==> config.mk <==
export PLATFORM = sky130hd
export DESIGN_NAME = pcc_traffic_gen
export DESIGN_NICKNAME = d
export VERILOG_FILES = /design/src/rtl/pcc_traffic_gen.sv
export SDC_FILE = /design/constraint.sdc
export NUM_CORES = 1
export LEC_CHECK = 0
export CORE_ASPECT_RATIO = 0.9
export CORE_MARGIN = 4
export CORE_UTILIZATION = 50
export CTS_CLUSTER_SIZE = 20
export DETAILED_ROUTE_END_ITERATION = 6
export HOLD_SLACK_MARGIN = 0.03
export PLACE_DENSITY_LB_ADDON = 0.12
export RECOVER_POWER = 50
export SYNTH_ARGS = -nofsm -noshare
export SYNTH_HDL_FRONTEND = slang
export SYNTH_SLANG_ARGS = --single-unit
==> constraint.sdc <==
create_clock -name clk -period 6.3 [get_ports clk]
set_input_delay 0.945 -clock clk [delete_from_list [all_inputs] [get_ports clk]]
set_output_delay 0.945 -clock clk [all_outputs]
set_load 0.05 [all_outputs]
==> src/rtl/pcc_traffic_gen.sv <==
// Purpose : PCC NoC source node. Sends a route header, then token-paced payload
//           flits, then a tail flit. Handles fail/retry, suspend and cancel, and keeps run statistics.
// Latency : all outputs are registered. A decision made in cycle n appears on data_o/fwd_o in cycle n+1.
// Backpr. : suspend_i or an empty token bucket holds payload in place with no skid.
//           The circuit (stb_o) stays held until the router sends cancel_i or fail_i.
//
// Ports:
//   clk, reset           clock; synchronous active-high reset
//   start_i              begin a run (accepted only in IDLE or DONE)
//   route_i, src_i       destination hops and source id, latched at start
//   fail_i, pack_i,      router responses; priority is cancel > fail > pack
//   suspend_i, cancel_i
//   data_o, fwd_o        flit bus and its one-cycle valid strobe
//   stb_o                circuit request
//   busy_o, done_o       run in progress / run complete (level)
//   sent_cnt_o,          packets completed / dropped in this run
//   drop_cnt_o
//   last_lat_o           cycles from header fwd_o to cancel_i, for the last completed packet
module pcc_traffic_gen #(
    parameter int DATAW        = 66,
    parameter int HOPS         = 7,
    parameter int PKT_LEN      = 128,
    parameter int PKT_NUM      = 3,
    parameter int GAP          = 4,
    parameter int TOKEN_T      = 10,
    parameter int BUCKET_B     = 5,
    parameter int ACK_NUM      = 1,
    parameter int MAX_RETRY    = 3,
    parameter int BACKOFF      = 2,
    parameter int PAYLOAD_MODE = 0
) (
    input  logic                clk,
    input  logic                reset,
    input  logic                start_i,
    input  logic [8*HOPS-1:0]   route_i,
    input  logic [7:0]          src_i,
    input  logic                fail_i,
    input  logic                pack_i,
    input  logic                suspend_i,
    input  logic                cancel_i,
    output logic [DATAW-1:0]    data_o,
    output logic                stb_o,
    output logic                fwd_o,
    output logic                busy_o,
    output logic                done_o,
    output logic [15:0]         sent_cnt_o,
    output logic [15:0]         drop_cnt_o,
    output logic [31:0]         last_lat_o
);

    localparam logic [15:0] PKT_LAST  = 16'(PKT_LEN - 1);
    localparam logic [15:0] PKT_TOTAL = 16'(PKT_NUM);
    localparam logic [15:0] GAP_LAST  = 16'(GAP - 1);
    localparam logic [15:0] BO_LAST   = 16'(BACKOFF - 1);
    localparam logic [15:0] ACK_LAST  = 16'(ACK_NUM - 1);
    localparam logic [15:0] RETRY_MAX = 16'(MAX_RETRY);
    localparam logic [31:0] TOK_LAST  = 32'(TOKEN_T - 1);
    localparam logic [7:0]  BKT_FULL  = 8'(BUCKET_B);
    localparam logic [31:0] PAT_INIT  = (PAYLOAD_MODE == 1) ? 32'h0000_0001 : 32'h0000_0000;
    // Galois form of x^32 + x^22 + x^2 + x + 1. A left-shifting Galois LFSR
    // seeded with 1 walks through 1, 2, 4, ... until bit 31 first falls out.
    localparam logic [31:0] LFSR_POLY = 32'h0040_0007;
    localparam logic [DATAW-1:0] TAIL_FLIT = {3'b011, {(DATAW-3){1'b0}}};

    typedef enum logic [2:0] {
        S_IDLE,
        S_ROUTE,
        S_BACKOFF,
        S_PAYLOAD,
        S_TAIL,
        S_GAP,
        S_DONE
    } state_t;

    state_t              state;
    logic [8*HOPS-1:0]   route_q;
    logic [7:0]          src_q;
    logic [15:0]         pkt_idx;
    logic [15:0]         flit_idx;
    logic [31:0]         pattern;
    logic [15:0]         ack_cnt;
    logic [15:0]         retry_cnt;
    logic [15:0]         bo_cnt;
    logic [15:0]         gap_cnt;
    logic [31:0]         lat_cnt;
    logic                tail_sent;
    logic [31:0]         tick_cnt;
    logic [7:0]          tokens;
    logic                tick;
    logic                emit;
    logic                start_accept;

    function automatic logic [DATAW-1:0] hdr_flit(input logic [8*HOPS-1:0] r, input logic [7:0] s);
        logic [DATAW-1:0] f;
        f = '0;
        f[DATAW-1 -: 2] = 2'b10;
        f[8*HOPS+7:0]   = {r, s};
        return f;
    endfunction

    // The type bits (2'b00) and the pad stay zero from the '0 default.
    function automatic logic [DATAW-1:0] pay_flit(input logic [15:0] pk, input logic [15:0] fl,
                                                  input logic [31:0] pat);
        logic [DATAW-1:0] f;
        f = '0;
        f[63:0] = {pk, fl, pat};
        return f;
    endfunction

    function automatic logic [31:0] next_pattern(input logic [31:0] p);
        logic [31:0] n;
        if (PAYLOAD_MODE == 1) begin
            n = {p[30:0], 1'b0};
            if (p[31]) n = n ^ LFSR_POLY;
        end else begin
            n = p + 32'd1;
        end
        return n;
    endfunction

    assign tick         = (tick_cnt == TOK_LAST);
    assign start_accept = start_i && ((state == S_IDLE) || (state == S_DONE));
    // Cancel and fail take priority over a flit in the same cycle.
    // Suspend blocks the flit without any skid.
    assign emit         = (state == S_PAYLOAD) && !cancel_i && !fail_i && !suspend_i && (tokens != 8'd0);

    // The refill tick runs freely from reset, independent of run state.
    // A refill and a consume in the same cycle cancel out.
    always_ff @(posedge clk) begin
        if (reset) begin
            tick_cnt <= '0;
            tokens   <= BKT_FULL;
        end else begin
            tick_cnt <= tick ? 32'd0 : tick_cnt + 32'd1;
            if (start_accept) begin
                tokens <= BKT_FULL;
            end else if (tick && !emit) begin
                if (tokens < BKT_FULL) tokens <= tokens + 8'd1;
            end else if (!tick && emit) begin
                tokens <= tokens - 8'd1;
            end
        end
    end

    always_ff @(posedge clk) begin
        if (reset) begin
            state      <= S_IDLE;
            route_q    <= '0;
            src_q      <= '0;
            pkt_idx    <= '0;
            flit_idx   <= '0;
            pattern    <= '0;
            ack_cnt    <= '0;
            retry_cnt  <= '0;
            bo_cnt     <= '0;
            gap_cnt    <= '0;
            lat_cnt    <= '0;
            tail_sent  <= 1'b0;
            data_o     <= '0;
            stb_o      <= 1'b0;
            fwd_o      <= 1'b0;
            busy_o     <= 1'b0;
            done_o     <= 1'b0;
            sent_cnt_o <= '0;
            drop_cnt_o <= '0;
            last_lat_o <= '0;
        end else begin
            fwd_o   <= 1'b0;
            // Free-running; it is zeroed each time a header goes out, so on
            // cancel it holds the cycle distance from that header.
            lat_cnt <= lat_cnt + 32'd1;

            case (state)
                S_IDLE, S_DONE: begin
                    if (start_i) begin
                        route_q    <= route_i;
                        src_q      <= src_i;
                        sent_cnt_o <= '0;
                        drop_cnt_o <= '0;
                        last_lat_o <= '0;
                        pkt_idx    <= '0;
                        pattern    <= PAT_INIT;
                        retry_cnt  <= '0;
                        ack_cnt    <= '0;
                        done_o     <= 1'b0;
                        busy_o     <= 1'b1;
                        stb_o      <= 1'b1;
                        fwd_o      <= 1'b1;
                        data_o     <= hdr_flit(route_i, src_i);
                        lat_cnt    <= '0;
                        state      <= S_ROUTE;
                    end
                end

                S_ROUTE: begin
                    if (cancel_i) begin
                        stb_o      <= 1'b0;
                        drop_cnt_o <= drop_cnt_o + 16'd1;
                        gap_cnt    <= '0;
                        state      <= S_GAP;
                    end else if (fail_i) begin
                        stb_o <= 1'b0;
                        if (retry_cnt < RETRY_MAX) begin
                            retry_cnt <= retry_cnt + 16'd1;
                            bo_cnt    <= '0;
                            state     <= S_BACKOFF;
                        end else begin
                            drop_cnt_o <= drop_cnt_o + 16'd1;
                            gap_cnt    <= '0;
                            state      <= S_GAP;
                        end
                    end else if (pack_i) begin
                        if (ack_cnt == ACK_LAST) begin
                            ack_cnt  <= '0;
                            flit_idx <= '0;
                            state    <= S_PAYLOAD;
                        end else begin
                            ack_cnt <= ack_cnt + 16'd1;
                        end
                    end
                end

                // stb_o stays low for BACKOFF cycles. The reissued header keeps
                // retry_cnt so that the retry bound covers the whole packet.
                S_BACKOFF: begin
                    if (bo_cnt == BO_LAST) begin
                        ack_cnt <= '0;
                        stb_o   <= 1'b1;
                        fwd_o   <= 1'b1;
                        data_o  <= hdr_flit(route_q, src_q);
                        lat_cnt <= '0;
                        state   <= S_ROUTE;
                    end else begin
                        bo_cnt <= bo_cnt + 16'd1;
                    end
                end

                S_PAYLOAD: begin
                    if (cancel_i || fail_i) begin
                        stb_o      <= 1'b0;
                        drop_cnt_o <= drop_cnt_o + 16'd1;
                        gap_cnt    <= '0;
                        state      <= S_GAP;
                    end else if (emit) begin
                        data_o   <= pay_flit(pkt_idx, flit_idx, pattern);
                        fwd_o    <= 1'b1;
                        pattern  <= next_pattern(pattern);
                        flit_idx <= flit_idx + 16'd1;
                        if (flit_idx == PKT_LAST) begin
                            tail_sent <= 1'b0;
                            state     <= S_TAIL;
                        end
                    end
                end

                // The tail goes out unconditionally. A cancel that arrives
                // before it is sent counts as an abort, not a completion.
                S_TAIL: begin
                    if (!tail_sent) begin
                        if (cancel_i) begin
                            stb_o      <= 1'b0;
                            drop_cnt_o <= drop_cnt_o + 16'd1;
                            gap_cnt    <= '0;
                            state      <= S_GAP;
                        end else begin
                            data_o    <= TAIL_FLIT;
                            fwd_o     <= 1'b1;
                            tail_sent <= 1'b1;
                        end
                    end else if (cancel_i) begin
                        stb_o      <= 1'b0;
                        sent_cnt_o <= sent_cnt_o + 16'd1;
                        last_lat_o <= lat_cnt;
                        gap_cnt    <= '0;
                        state      <= S_GAP;
                    end
                end

                S_GAP: begin
                    if (gap_cnt == GAP_LAST) begin
                        if ((sent_cnt_o + drop_cnt_o) == PKT_TOTAL) begin
                            busy_o <= 1'b0;
                            done_o <= 1'b1;
                            state  <= S_DONE;
                        end else begin
                            pkt_idx   <= pkt_idx + 16'd1;
                            retry_cnt <= '0;
                            ack_cnt   <= '0;
                            stb_o     <= 1'b1;
                            fwd_o     <= 1'b1;
                            data_o    <= hdr_flit(route_q, src_q);
                            lat_cnt   <= '0;
                            state     <= S_ROUTE;
                        end
                    end else begin
                        gap_cnt <= gap_cnt + 16'd1;
                    end
                end

                default: state <= S_IDLE;
            endcase
        end
    end

endmodule

* Word-level counts from Yosys, hierarchy flattened
Cells that the tools add are included.
** Storage, ports and cells
- Memories :: 0
- Register bits after elaboration :: 402
- Bits in read-only memories :: 0
- Bits in writable memories :: 0
- Logic and storage cells :: 239
- Latch bits :: 0
- Bits of input ports :: 71
- Output and inout bits :: 134
** Operators by class
- Reductions and logical operators :: 49
- Add/subtract/negate cells :: 14
- Divide/modulo/power cells :: 0
- Shift operators :: 0
- Bitwise gates (word level) :: 0
- Multiply operators :: 0
- Mux-type cells :: 113
- $lt $le $gt $ge :: 2
- Equal/unequal tests :: 39
** Operator list (count)
- $mux 16 :: 37
- $mux 66 :: 8
- $pmux 66 s5 :: 1
- $mux 32 :: 9
- $pmux 16 s4 :: 3
- $add 16x1->16 const B :: 8
- $pmux 16 s2 :: 4
- $pmux 32 s2 :: 2
- $add 32x1->32 const B :: 3
- $pmux 32 s3 :: 1
- $pmux 16 s3 :: 1
- $mux 3 :: 13
- $ne 2x2->1 const B :: 19
- $eq 16x2->1 const B :: 2
- $eq 32x4->1 const B :: 1
- $mux 1 :: 25
- $mux 8 :: 3
- $reduce_and 8->1 :: 3
- $reduce_and 7->1 :: 3
- $reduce_and 4->1 :: 5
- $pmux 3 s6 :: 1
- $add 16x16->16 :: 1
- $eq 16x1->1 const B :: 1
- $eq 16x7->1 const B :: 1
- 31 further kinds :: 62

* Depth between registers and ports, before layout
- Depth after elaboration :: 9
- Gate-level depth with buffers :: 17
- Mapped depth without buffers :: 16

* Worst setup path after synthesis
OpenSTA, ideal clock, no wires.
- Kind :: input to register
- From :: input fail_i
- To :: register tokens[7]
- Arrival :: 3.456 ns
- Path slack :: 2.719 ns
- Setup time :: 0.124 ns
- Stages on the path :: 14
- Required time :: 6.176 ns
- Buffers on the path :: 1
- Cells stage by stage :: nor2_1 -> nand3b_1 -> or2_1 -> buf_2 -> nand2_1 -> ha_1 -> a21o_1 -> a21o_1 -> a21o_1 -> a21oi_1 -> o21bai_1 -> a21oi_1 -> mux2i_1 -> o21ai_0
** Between the ends
- Longest elaborated chain between the ends :: 8
- Elaborated cells on any way between the ends :: 11
- Those cells by class :: eq/ne (1); mux (1); reduce/logical (9)
** RTL lines
- start, declared :: line 37 : input logic fail_i,
- $logic_not 1->1 * :: line 125 : assign emit = (state == S_PAYLOAD) && !cancel_i && !fail_i && !suspend_i && (tokens != 8'd0);
- $logic_and 1x1->1 * (3 in series) :: line 125
- $logic_not 1->1 :: line 137 : end else if (tick && !emit) begin
- $logic_and 1x1->1 :: line 137
- $ne 2x1->1 (no source line) or $reduce_bool 2->1 (tied branches)
- $reduce_and 2->1 (no source line)
- end signal, assigned :: line 138 : if (tokens < BKT_FULL) tokens <= tokens + 8'd1;
- end signal, assigned :: line 140 : tokens <= tokens - 8'd1;
- end, declared :: line 88 : logic [7:0] tokens;
Every way passes the cells marked *; elsewhere a longest branch is shown, timed or not.
A chain may end at the register's enable or synchronous reset.

* Worst setup path after layout
- From :: register state[0]
- To :: register data_o[35]
** Between the ends
- Longest elaborated chain between the ends :: 7
- Elaborated cells on any way between the ends :: 22
- Those cells by class :: eq/ne (13); mux (1); reduce/logical (8)
** RTL lines
- start, declared :: line 75 : state_t state;
- start signal, assigned :: line 147 : state <= S_IDLE;
- start signal, assigned :: line 191 : state <= S_ROUTE;
- start signal, assigned :: line 200 : state <= S_GAP;
- $eq 3x2->1 :: line 125, 173
- $logic_and 1x1->1 (4 in series) :: line 125
- $ne 2x2->1 (no source line)
- $reduce_and 9->1 (no source line)
- end signal, assigned :: line 189 : data_o <= hdr_flit(route_i, src_i);
- end signal, assigned :: line 230 : data_o <= hdr_flit(route_q, src_q);
- end signal, assigned :: line 245 : data_o <= pay_flit(pkt_idx, flit_idx, pattern);
- end, declared :: line 41 : output logic [DATAW-1:0] data_o,
Parallel ways exist; a longest one is shown, timed or not.

==> flow_summary_export.csv <==
group,metric,value,unit
worst_setup_path,cp.required,6.80,ns
route,firstDrtPassIters,7,
power_and_ir_drop,cellPowerDensity,391,nW/µm²
logic_synthesis,synth_seq_cells,402,
finish,area_used_by_multi_input_combinational_logic,11600,µm²
logic_synthesis,synth.lib_cells_used.distinct,82,
route,remaining_design_rule_violation_count,2,
power_and_ir_drop,power.leakage,8.89,nW
cts,clk_path_buf_depth,3,
cts,htreeDepth,2,
power_and_ir_drop,clock_group_share_of_total_power,0.290,
cts,cts_resized,0,
finish,layout.nets,2692,
run_status,violations,"design-rule violations, max-capacitance violations, max-slew violations",
placed_design,gp_routability_congestion,0.931,
sta,timing_max_transition_violations_final,135,
grt,first_global_vias,17700,
logic_synthesis,synth.avg_cell_area,8.26,µm²
placed_design,number_of_buffers_added_on_ports,204,
worst_setup_path,critical_path.max_stage_delay,1.44,ns
logic_synthesis,yosysSeqAreaShare,0.393,
logic_synthesis,ys_async_sr_fraction,0,
route,wl,56300,µm
logic_synthesis,postSynth.topFlopCell,"sky130_fd_sc_hd__dfxtp_1",
finish,finalInstanceArea,24100,µm²
logic_synthesis,mappedNetlistArea,20500,µm²
route,wl_per_cell,17.8,µm
sta,hold_ws,0.452,ns
min_path,min_path_type,"reg -> reg",
floorplan,initial_utilization,0.505,
sta,relSlewSlack,-0.403,
route,via_to_cell_ratio,5.86,
route,dr_total_vias,18500,
grt,grt_overflow,0,
logic_synthesis,yosysWarningCount,0,
worst_setup_path,timing.critical_path.slowest_stage_cell,"sky130_fd_sc_hd__clkbuf_2",
worst_setup_path,crit_fanout,56,
worst_setup_path,timing.critical_path.cells,"clkbuf_2 -> nand2b_1 -> nor2_1 -> and3_1 -> nor2_8 -> buf_4 -> a211oi_1",
route,drt.antenna.violating_nets,0,
worst_setup_path,timing.critical_path.from_type,"register",
grt,initial_antenna_violation_count,2,
sta,grt_setup_unrepaired,"no",
floorplan,io-pin-count,205,
sta,finalSetupTns,0,ns
floorplan,floorplan.rows,70,
sta,fmaxAchievable,0.194,GHz
finish,top_library_cells_by_usage_in_the_layout_fill_and_taps_aside,"399 x sky130_fd_sc_hd__dfxtp_1, 295 x sky130_fd_sc_hd__a21oi_1, 290 x sky130_fd_sc_hd__nand2_1",
cts,clock_latency,0.59,ns
logic_synthesis,synthesized_netlist_net_count,2585,
sta,finalCriticalPeriod,5.17,ns
finish,mostFrequentLayoutCell,"sky130_fd_sc_hd__dfxtp_1",
grt,grt_pass1_wl,90800,µm
logic_synthesis,synth_enable_flop_cells,0,
grt,grt.total_usage,0.243,
grt,grt_start_max_net_pins,122,
sta,setup_violations,0,
finish,fraction_of_final_layout_cells_sized_beyond_drive_strength_1,0.0661,
power_and_ir_drop,sequential_power_share,0.334,
finish,area_growth_syn_to_layout,17.7,%
cts,cts-buffers-inserted,43,
placed_design,placedInstanceArea,22600,µm²
floorplan,fp.dieW,221,µm
power_and_ir_drop,combPwrFrac,0.376,
floorplan,die_footprint,44200,µm²
cts,post_cts_hold_buffer_count,0,
power_and_ir_drop,p_sw_frac,0.406,
cts,clkSlewWorstSetupHoldPaths,0.07,ns
cts,cts.root.buffer_cell,"sky130_fd_sc_hd__clkbuf_16",
finish,fillerInstances,3586,
cts,cts_tree,"built",
floorplan,die_height,200,µm
cts,cts.sinks,402,
power_and_ir_drop,cellInternalPower,5.60,mW
sta,worst_clock_skew,0.0207,ns
sta,timing.final.hold_violations,0,
floorplan,coreArea,40600,µm²
placed_design,dpl.hpwl,37200,µm
worst_setup_path,path_class,"reg -> reg",
sta,min_period_over_period,0.820,
cts,postCtsSetupBuffers,0,
worst_setup_path,crit_path_dat,5.66,ns
logic_synthesis,syn-instance-count,2477,
route,drt_iter0_drc,1255,
sta,max_slew.worst_pin.slew,2.10,ns
worst_setup_path,critPathCaptureType,"register",
finish,layout.core_utilization,0.594,
flow_run,max_cap_viol_count,3,
power_and_ir_drop,vdd_ir_drop_max,235,µV
run_status,status,"finished, violations left",
finish,ff_latch_area,8060,µm²
power_and_ir_drop,power.switching,3.82,mW
## cells by family (layout without fill, tap and decap cells)
logic type      after synthesis  after routing  synth area share
other cells                   0              2                 0
flops                       402            402             0.393
compound gates              638            638             0.207
simple gates                972            972             0.226
xor+xnor                    160            160            0.0685
mux                          80             80            0.0392
buf+inv                     188            328            0.0427
fa+ha+maj                    37             37            0.0233
## routing by layer
metal,wire (µm),vias to the layer above,track usage
met5,0,-,0
li1,-,9054,-
met1,25600,8901,0.324
met3,3650,96,0.0550
met4,1440,0,0.0774
met2,25500,465,0.397
## critical path, delay by kind of cell, from the launching register on
kind	cells	cell delay, ns
AO/OA/AOI/OAI	1	0.25
buffers and inverters	2	1.84
AND/OR/NAND/NOR	4	2.26
flip-flops	1	0.65
## registers in the layout, indices dropped and copies added, names as in the netlist, 3 cells and up
register / count
state: 3
bo_cnt: 16
src_q: 8
lat_cnt: 32
tokens: 8
retry_cnt: 16
flit_idx: 16
route_q: 56
gap_cnt: 16
drop_cnt_o: 16
last_lat_o: 32
pkt_idx: 16
ack_cnt: 16
pattern: 32
tick_cnt: 32
sent_cnt_o: 16
data_o: 66
## synthesized netlist by cell type, drive strengths merged (27+ instances only)
library cell,count,area share
a211oi,132,0.058
clkbuf,111,0.020
dfxtp,402,0.39
nand4,48,0.015
or3,33,0.010
mux2i,78,0.038
and3,55,0.017
nand3,120,0.029
buf,49,0.017
a21oi,299,0.074
xnor2,46,0.020
o21ai,70,0.017
inv,27,0.0050
nand2,290,0.053
xor2,114,0.049
ha,35,0.021
nor2,304,0.059
a22o,62,0.027
## layout make-up
type / count / share of cell area
clock buffers: 66 / 0.0534
repair buffers: 222 / 0.0901
multi-input cells: 1887 / 0.480
flip-flops and latches: 402 / 0.334
clock inverters: 12 / 0.00960
inverters: 28 / 0.00436
diodes: 2 / 0.000208
well taps: 540 / 0.0280
## power by group through the flow
stage / Clock (mW) / Combinational, mW / Sequential (mW)
5_1_grt: 2.89 / 3.80 / 3.18
2_1_floorplan: 0 / 2.26 / 3.61
3_3_place_gp: 0 / 3.51 / 3.19
4_1_cts: 2.78 / 3.59 / 3.15
3_5_place_dp: 0 / 3.58 / 3.20
6_report: 2.73 / 3.55 / 3.15
## final timing paths
check	start	to	slack (ns)	depth (start not counted)
max	state[0]	data_o[35]	1.13	7
min	last_lat_o[7]	last_lat_o[7]	0.45	2
max reg2reg	state[0]	data_o[35]	1.13	7
min reg2reg	last_lat_o[7]	last_lat_o[7]	0.45	2
## metrics by stage
stage | cells | power (mW) | setup slack, ns
6_report | 3159 | 9.42 | 1.13
5_1_grt | 3159 | 9.87 | 0.822
3_3_place_gp | 3079 | 6.71 | 1.88
2_1_floorplan | 2477 | 5.87 | 2.72
4_1_cts | 3157 | 9.52 | 1.94
3_5_place_dp | 3079 | 6.78 | 1.79
Power figures use the tool's default switching activity.
